## config.mk

```make
export PLATFORM = sky130hd
export DESIGN_NAME = mbldcm_commutation_sequencer
export DESIGN_NICKNAME = d
export VERILOG_FILES = /design/src/rtl/mbldcm_commutation_sequencer.sv
export SDC_FILE = /design/constraint.sdc
export NUM_CORES = 1
export LEC_CHECK = 0
export CAP_MARGIN = 20
export CORE_MARGIN = 1
export CORE_UTILIZATION = 52
export CTS_CLUSTER_SIZE = 30
export DETAILED_ROUTE_END_ITERATION = 7
export GPL_ROUTABILITY_DRIVEN = 0
export PLACE_DENSITY = 0.77
export SYNTH_ARGS = -nofsm -noshare
export SYNTH_HDL_FRONTEND = slang
export SYNTH_SLANG_ARGS = --single-unit
```

## constraint.sdc

```tcl
create_clock -name clk -period 2.9 [get_ports clk]
set_input_delay 0.29 -clock clk [delete_from_list [all_inputs] [get_ports clk]]
set_output_delay 0.29 -clock clk [all_outputs]
set_load 0.005 [all_outputs]
```

## src/rtl/mbldcm_commutation_sequencer.sv

```systemverilog
// Commutation phase sequencer for the BLDC motor core: steps a 3-bit phase index
// every programmable number of cycles, with pause, preload and double-buffered period.
module mbldcm_commutation_sequencer #(
    parameter int unsigned                PERIOD_WIDTH       = 16,
    parameter logic [2:0]                 TOTAL_PHASE_STAGES = 3'd6,
    parameter logic [PERIOD_WIDTH-1:0]    MIN_PERIOD         = PERIOD_WIDTH'(2)
) (
    input  logic                    clk,
    input  logic                    rst,
    input  logic                    enable,
    input  logic                    hold,
    input  logic                    dir,
    input  logic [PERIOD_WIDTH-1:0] period,
    input  logic                    period_we,
    input  logic [2:0]              phase_init,
    input  logic                    phase_load,
    output logic [2:0]              phase,
    output logic                    step,
    output logic                    rev_tick,
    output logic                    active,
    output logic                    period_pending
);

    typedef enum logic [1:0] {
        IDLE  = 2'd0,
        RUN   = 2'd1,
        PAUSE = 2'd2
    } state_t;

    localparam logic [2:0] LAST_PHASE = TOTAL_PHASE_STAGES - 3'd1;

    state_t                  state, state_nxt;
    logic [PERIOD_WIDTH-1:0] cnt, cnt_nxt;
    logic [PERIOD_WIDTH-1:0] active_period, active_period_nxt;
    logic [PERIOD_WIDTH-1:0] pending_period, pending_period_nxt;
    logic                    pending_nxt;
    logic [2:0]              phase_nxt;
    logic                    step_nxt;
    logic                    rev_tick_nxt;
    logic                    at_end;
    logic                    step_now;
    logic [PERIOD_WIDTH-1:0] clamped_period;

    // >= rather than == so a shorter period copied in during PAUSE cannot strand cnt past the end
    assign at_end         = (cnt >= active_period - PERIOD_WIDTH'(1));
    assign step_now       = (state != IDLE) && enable && !hold && at_end;
    assign clamped_period = (period < MIN_PERIOD) ? MIN_PERIOD : period;
    assign active         = (state != IDLE);

    always_ff @(posedge clk or posedge rst) begin
        if (rst) begin
            state <= IDLE;
        end else begin
            state <= state_nxt;
        end
    end

    always_comb begin
        state_nxt          = state;
        cnt_nxt            = cnt;
        phase_nxt          = phase;
        step_nxt           = 1'b0;
        rev_tick_nxt       = 1'b0;
        active_period_nxt  = active_period;
        pending_period_nxt = pending_period;
        pending_nxt        = period_pending;

        case (state)
            IDLE: begin
                if (phase_load) begin
                    phase_nxt = (phase_init >= TOTAL_PHASE_STAGES) ? 3'd0 : phase_init;
                end
                if (enable) begin
                    state_nxt = RUN;
                    cnt_nxt   = '0;
                end
            end
            RUN, PAUSE: begin
                if (!enable) begin
                    state_nxt = IDLE;
                    cnt_nxt   = '0;
                end else if (hold) begin
                    state_nxt = PAUSE;
                end else begin
                    state_nxt = RUN;
                    if (at_end) begin
                        cnt_nxt  = '0;
                        step_nxt = 1'b1;
                        if (!dir) begin
                            phase_nxt    = (phase == LAST_PHASE) ? 3'd0 : phase + 3'd1;
                            rev_tick_nxt = (phase == LAST_PHASE);
                        end else begin
                            phase_nxt    = (phase == 3'd0) ? LAST_PHASE : phase - 3'd1;
                            rev_tick_nxt = (phase == 3'd0);
                        end
                    end else begin
                        cnt_nxt = cnt + PERIOD_WIDTH'(1);
                    end
                end
            end
            default: begin
                state_nxt = IDLE;
                cnt_nxt   = '0;
            end
        endcase

        // While running, the pending period only lands on a step edge so no step is shortened
        if (period_pending && ((state != RUN) || step_now)) begin
            active_period_nxt = pending_period;
            pending_nxt       = 1'b0;
        end
        if (period_we) begin
            pending_period_nxt = clamped_period;
            pending_nxt        = 1'b1;
        end
    end

    always_ff @(posedge clk or posedge rst) begin
        if (rst) begin
            cnt            <= '0;
            phase          <= 3'd0;
            step           <= 1'b0;
            rev_tick       <= 1'b0;
            active_period  <= '1;
            pending_period <= '1;
            period_pending <= 1'b0;
        end else begin
            cnt            <= cnt_nxt;
            phase          <= phase_nxt;
            step           <= step_nxt;
            rev_tick       <= rev_tick_nxt;
            active_period  <= active_period_nxt;
            pending_period <= pending_period_nxt;
            period_pending <= pending_nxt;
        end
    end

endmodule

```

==> out/results.tsv <==
stage	metric	value	unit
timing	tightest_slew	0.8235	ns
floorplanning	die_y	82.48	µm
yosys	synth-seq-area-share	0.4279	
yosys	yosys.area_share.simple	0.1753	
global_route	grt_overflow_total	0	
placement	place_hpwl	5022	µm
clocking	cts_max_path_buffers	2	
yosys	netlist_area	0.003368	mm²
yosys	netlist-cell-type-count	56	
timing	fin_crit_sh	1.130	
floorplanning	io_pins	33	
global_route	first_global_vias	2419	
pwr	max-vdd-ir-drop	0.5660	mV
timing	rsz0062_at_grt	true	
global_route	grt_pass1_wl	11550	µm
pwr	powerDensity	810.0	mW/mm²
critical_path	end_kind	flip-flop	
timing	setup-violations-final	38	
timing	final_max_slew_viol_count	0	
global_route	grt_antenna_before_repair	0	
critical_path	crit_path_max_fanout	6	
yosys	synth_common_cells	dfstp_2 (32), nand2_1 (27), dfrtp_1 (24)	
global_route	top_usage_layer	met2	
pwr	seqPwrFrac	0.368	
clocking	clk_pin_slew	0.11	ns
timing	finalHoldViolCount	0	
yosys	synth-edff-count	0	
final_layout	nNetsFinal	425	
clocking	clock_latency	0.32	ns
floorplanning	initial_utilization	0.5525	
yosys	ys_ff_latch	56	
critical_path	critPathLaunchType	flip-flop	
yosys	syn_nets	367	
timing	setup_slack	-0.3765	ns
placement	port_buffers	32	
clocking	cts_buffers	5	
pwr	internal_power	2.113	mW
timing	whs	0.4519	ns
global_route	grt_max_degree	41	
clocking	cts_tree	done	
clocking	clock-sinks	56	
yosys	async_flop_share	1.000	
yosys	yosysTopAreaCell	dfstp_2	
clocking	htree_num_levels	2	
timing	final.setup.tns	-11.81	ns
floorplanning	die-area	0.006803	mm²
critical_path	critPathKind	reg -> reg	
drt	drt-pass1-iter-count	4	
drt	wl	7263	µm
timing	skew	0.01379	ns
floorplanning	core	0.006096	mm²
pwr	power.share.switching	0.3829	
global_route	track_usage	0.2293	
global_route	grt.met3_usage	0.04725	
floorplanning	core.rowCount	28	
yosys	yosys_warnings	0	
final_layout	drive_above_1_share	0.3333	
final_layout	num_antenna_cells	0	
final_layout	fill_cells	460	
final_layout	final_cell_area	0.004228	mm²
yosys	avgSynthCellArea	10.56	µm²
critical_path	cp.required	3.12	ns
yosys	syn_inst	319	
drt	drc_errors	0	
min_path	hold_class	in -> async	
pwr	leakage	1.839	nW
drt	ant_nets	0	
yosys	synth_adder_area_share	0.08172	
yosys	synth.most_common_cell	dfstp_2	
run_status	violations	setup timing	
placement	placed_area	0.003940	mm²
drt	via_count	2641	
pwr	design_power_total	3.424	mW
pwr	p_sw	1.311	mW
clocking	cts_root_buf	clkbuf_8	
global_route	gr-usage-met2	0.3818	
yosys	synth_top_area_frac	0.2496	
yosys	synth_top_family_by_area	simple AND/OR/NAND/NOR gates	
yosys	muxShareOfSynthArea	0.1189	
pwr	pwr-share-comb	0.501	
drt	viasPerCell	5.830	
yosys	synth_area_leaders	dfstp_2 (25%), dfrtp_1 (18%), ha_1 (8.2%)	
timing	slew_headroom	0.4452	
final_layout	area_growth	25.52	%
yosys	synth_compound_area_frac	0.1296	
global_route	gr-usage-met1	0.3030	
critical_path	worstPathArrival	3.50	ns
run	max_cap_viol_count	0	
run_status	status	finished, violations left	
yosys	synth_flop_cell	dfstp_2	
timing	min_period	3.276	ns
pwr	pwr-share-clk	0.131	
timing	fmax	305.2	MHz
yosys	synth_xor_area_frac	0.03640	
drt	wl_per_cell	16.03	µm
drt	drtIter0Drc	100	
floorplanning	die_x	82.48	µm
cell usage in the layout (no fill, tap or decap), types with 3 or more instances in the layout:
cell type,synthesis,layout
nor2_4,0,3
nor3b_1,7,7
nor2b_1,4,3
clkdlybuf4s50_1,0,32
o21ai_0,19,19
inv_1,12,11
or3_1,3,3
o22a_1,3,3
nor3_1,8,6
and3_1,5,5
a21oi_1,11,11
a21o_1,10,10
clkbuf_8,0,5
nand2_2,0,3
nor2_1,18,16
xor2_1,5,5
mux2_2,20,19
nand2_1,27,23
nor4_1,7,3
xnor2_1,9,8
buf_4,1,23
and2_1,2,3
mux2_4,9,10
ha_1,22,22
dfrtp_1,24,24
mux2i_1,4,4
nand3_1,9,9
dfstp_2,32,32
nor4_4,0,3
nand4_1,6,6
routing by layer:
| layer | wire length, µm | vias to the layer above |
|---|---|---|
| met5 | 0 | - |
| met1 | 3230 | 1302 |
| li1 | - | 1287 |
| met2 | 3736 | 44 |
| met3 | 223 | 8 |
| met4 | 73 | 0 |
logic make-up after synthesis:
| kind of cell | after synthesis |
|---|---|
| XOR/XNOR | 14 |
| multiplexers | 33 |
| AO/OA/AOI/OAI | 64 |
| AND/OR/NAND/NOR | 109 |
| buffers and inverters | 21 |
| flip-flops | 56 |
| adder cells (fa/ha/maj) | 22 |
area by class of cell:
class / count / area [µm²] / area share
Timing Repair Buffer: 59 / 560.5 / 0.1326
Multi-Input combinational cell: 243 / 1996 / 0.4720
Clock buffer: 5 / 68.82 / 0.01628
Sequential cell: 56 / 1441 / 0.3409
Inverter: 12 / 45.04 / 0.01065
Clock inverter: 3 / 22.52 / 0.005327
Tap cell: 75 / 93.84 / 0.02220
sequential cells by signal, summed over array words and instances, names as in the netlist:
register,flops
pending_period,16
active_period,16
state,2
step,1
cnt,16
period_pending,1
phase,3
rev_tick,1
final timing paths:
path,cells after the start,slack [ns],startpoint,end
worst min-delay path,2,0.45,rst,phase[2]
min in group clk,2,0.51,pending_period[0],active_period[0]
worst max-delay path,15,-0.38,active_period[5],cnt[1]
worst min register to register,2,0.51,pending_period[0],active_period[0]
max in group asynchronous,3,1.65,rst,active_period[10]
worst max register to register,15,-0.38,active_period[5],cnt[1]
critical path, stage by stage, from the launching register on:
cell and delay, ns:
dfstp_2 0.38, or4_4 0.55, nor2_4 0.15, nand2_4 0.10, nor2_1 0.12, nand2_1 0.07
xor2_1 0.16, ha_1 0.33, nand2_2 0.09, nor2_4 0.09, nand4_1 0.19, buf_4 0.22
o211ai_4 0.31, buf_6 0.15, nor2_4 0.04, a22o_1 0.23
power groups by stage:
stage | sequential, mW | clock (mW) | combinational [mW]
final | 1.26 | 0.447 | 1.72
after global placement | 1.25 | 0 | 1.50
after CTS | 1.25 | 0.456 | 1.65
after detailed placement | 1.25 | 0 | 1.56
after floorplan | 1.25 | 0 | 1.09
after global routing | 1.29 | 0.483 | 1.87
metrics by stage:
stage / std cells / util / worst slack (ns)
2_1_floorplan: 319 / - / -0.1839
3_3_place_gp: 439 / 0.6463 / -0.2687
3_5_place_dp: 439 / 0.6463 / -0.3428
4_1_cts: 449 / 0.6749 / -0.2938
5_1_grt: 453 / 0.6936 / -0.5205
6_report: 453 / 0.6936 / -0.3765
timing repair:
item | CTS | global route
hold buffers | 0 | 0
cloned | 1 | 1
endpoints found under the setup margin | 38 | 38
pin swaps | 5 | 5
setup buffers | 1 | 3
gates resized for setup | 10 | 12
endpoints found under the hold margin | 0 | 0
(Power assumes the default switching activity.)
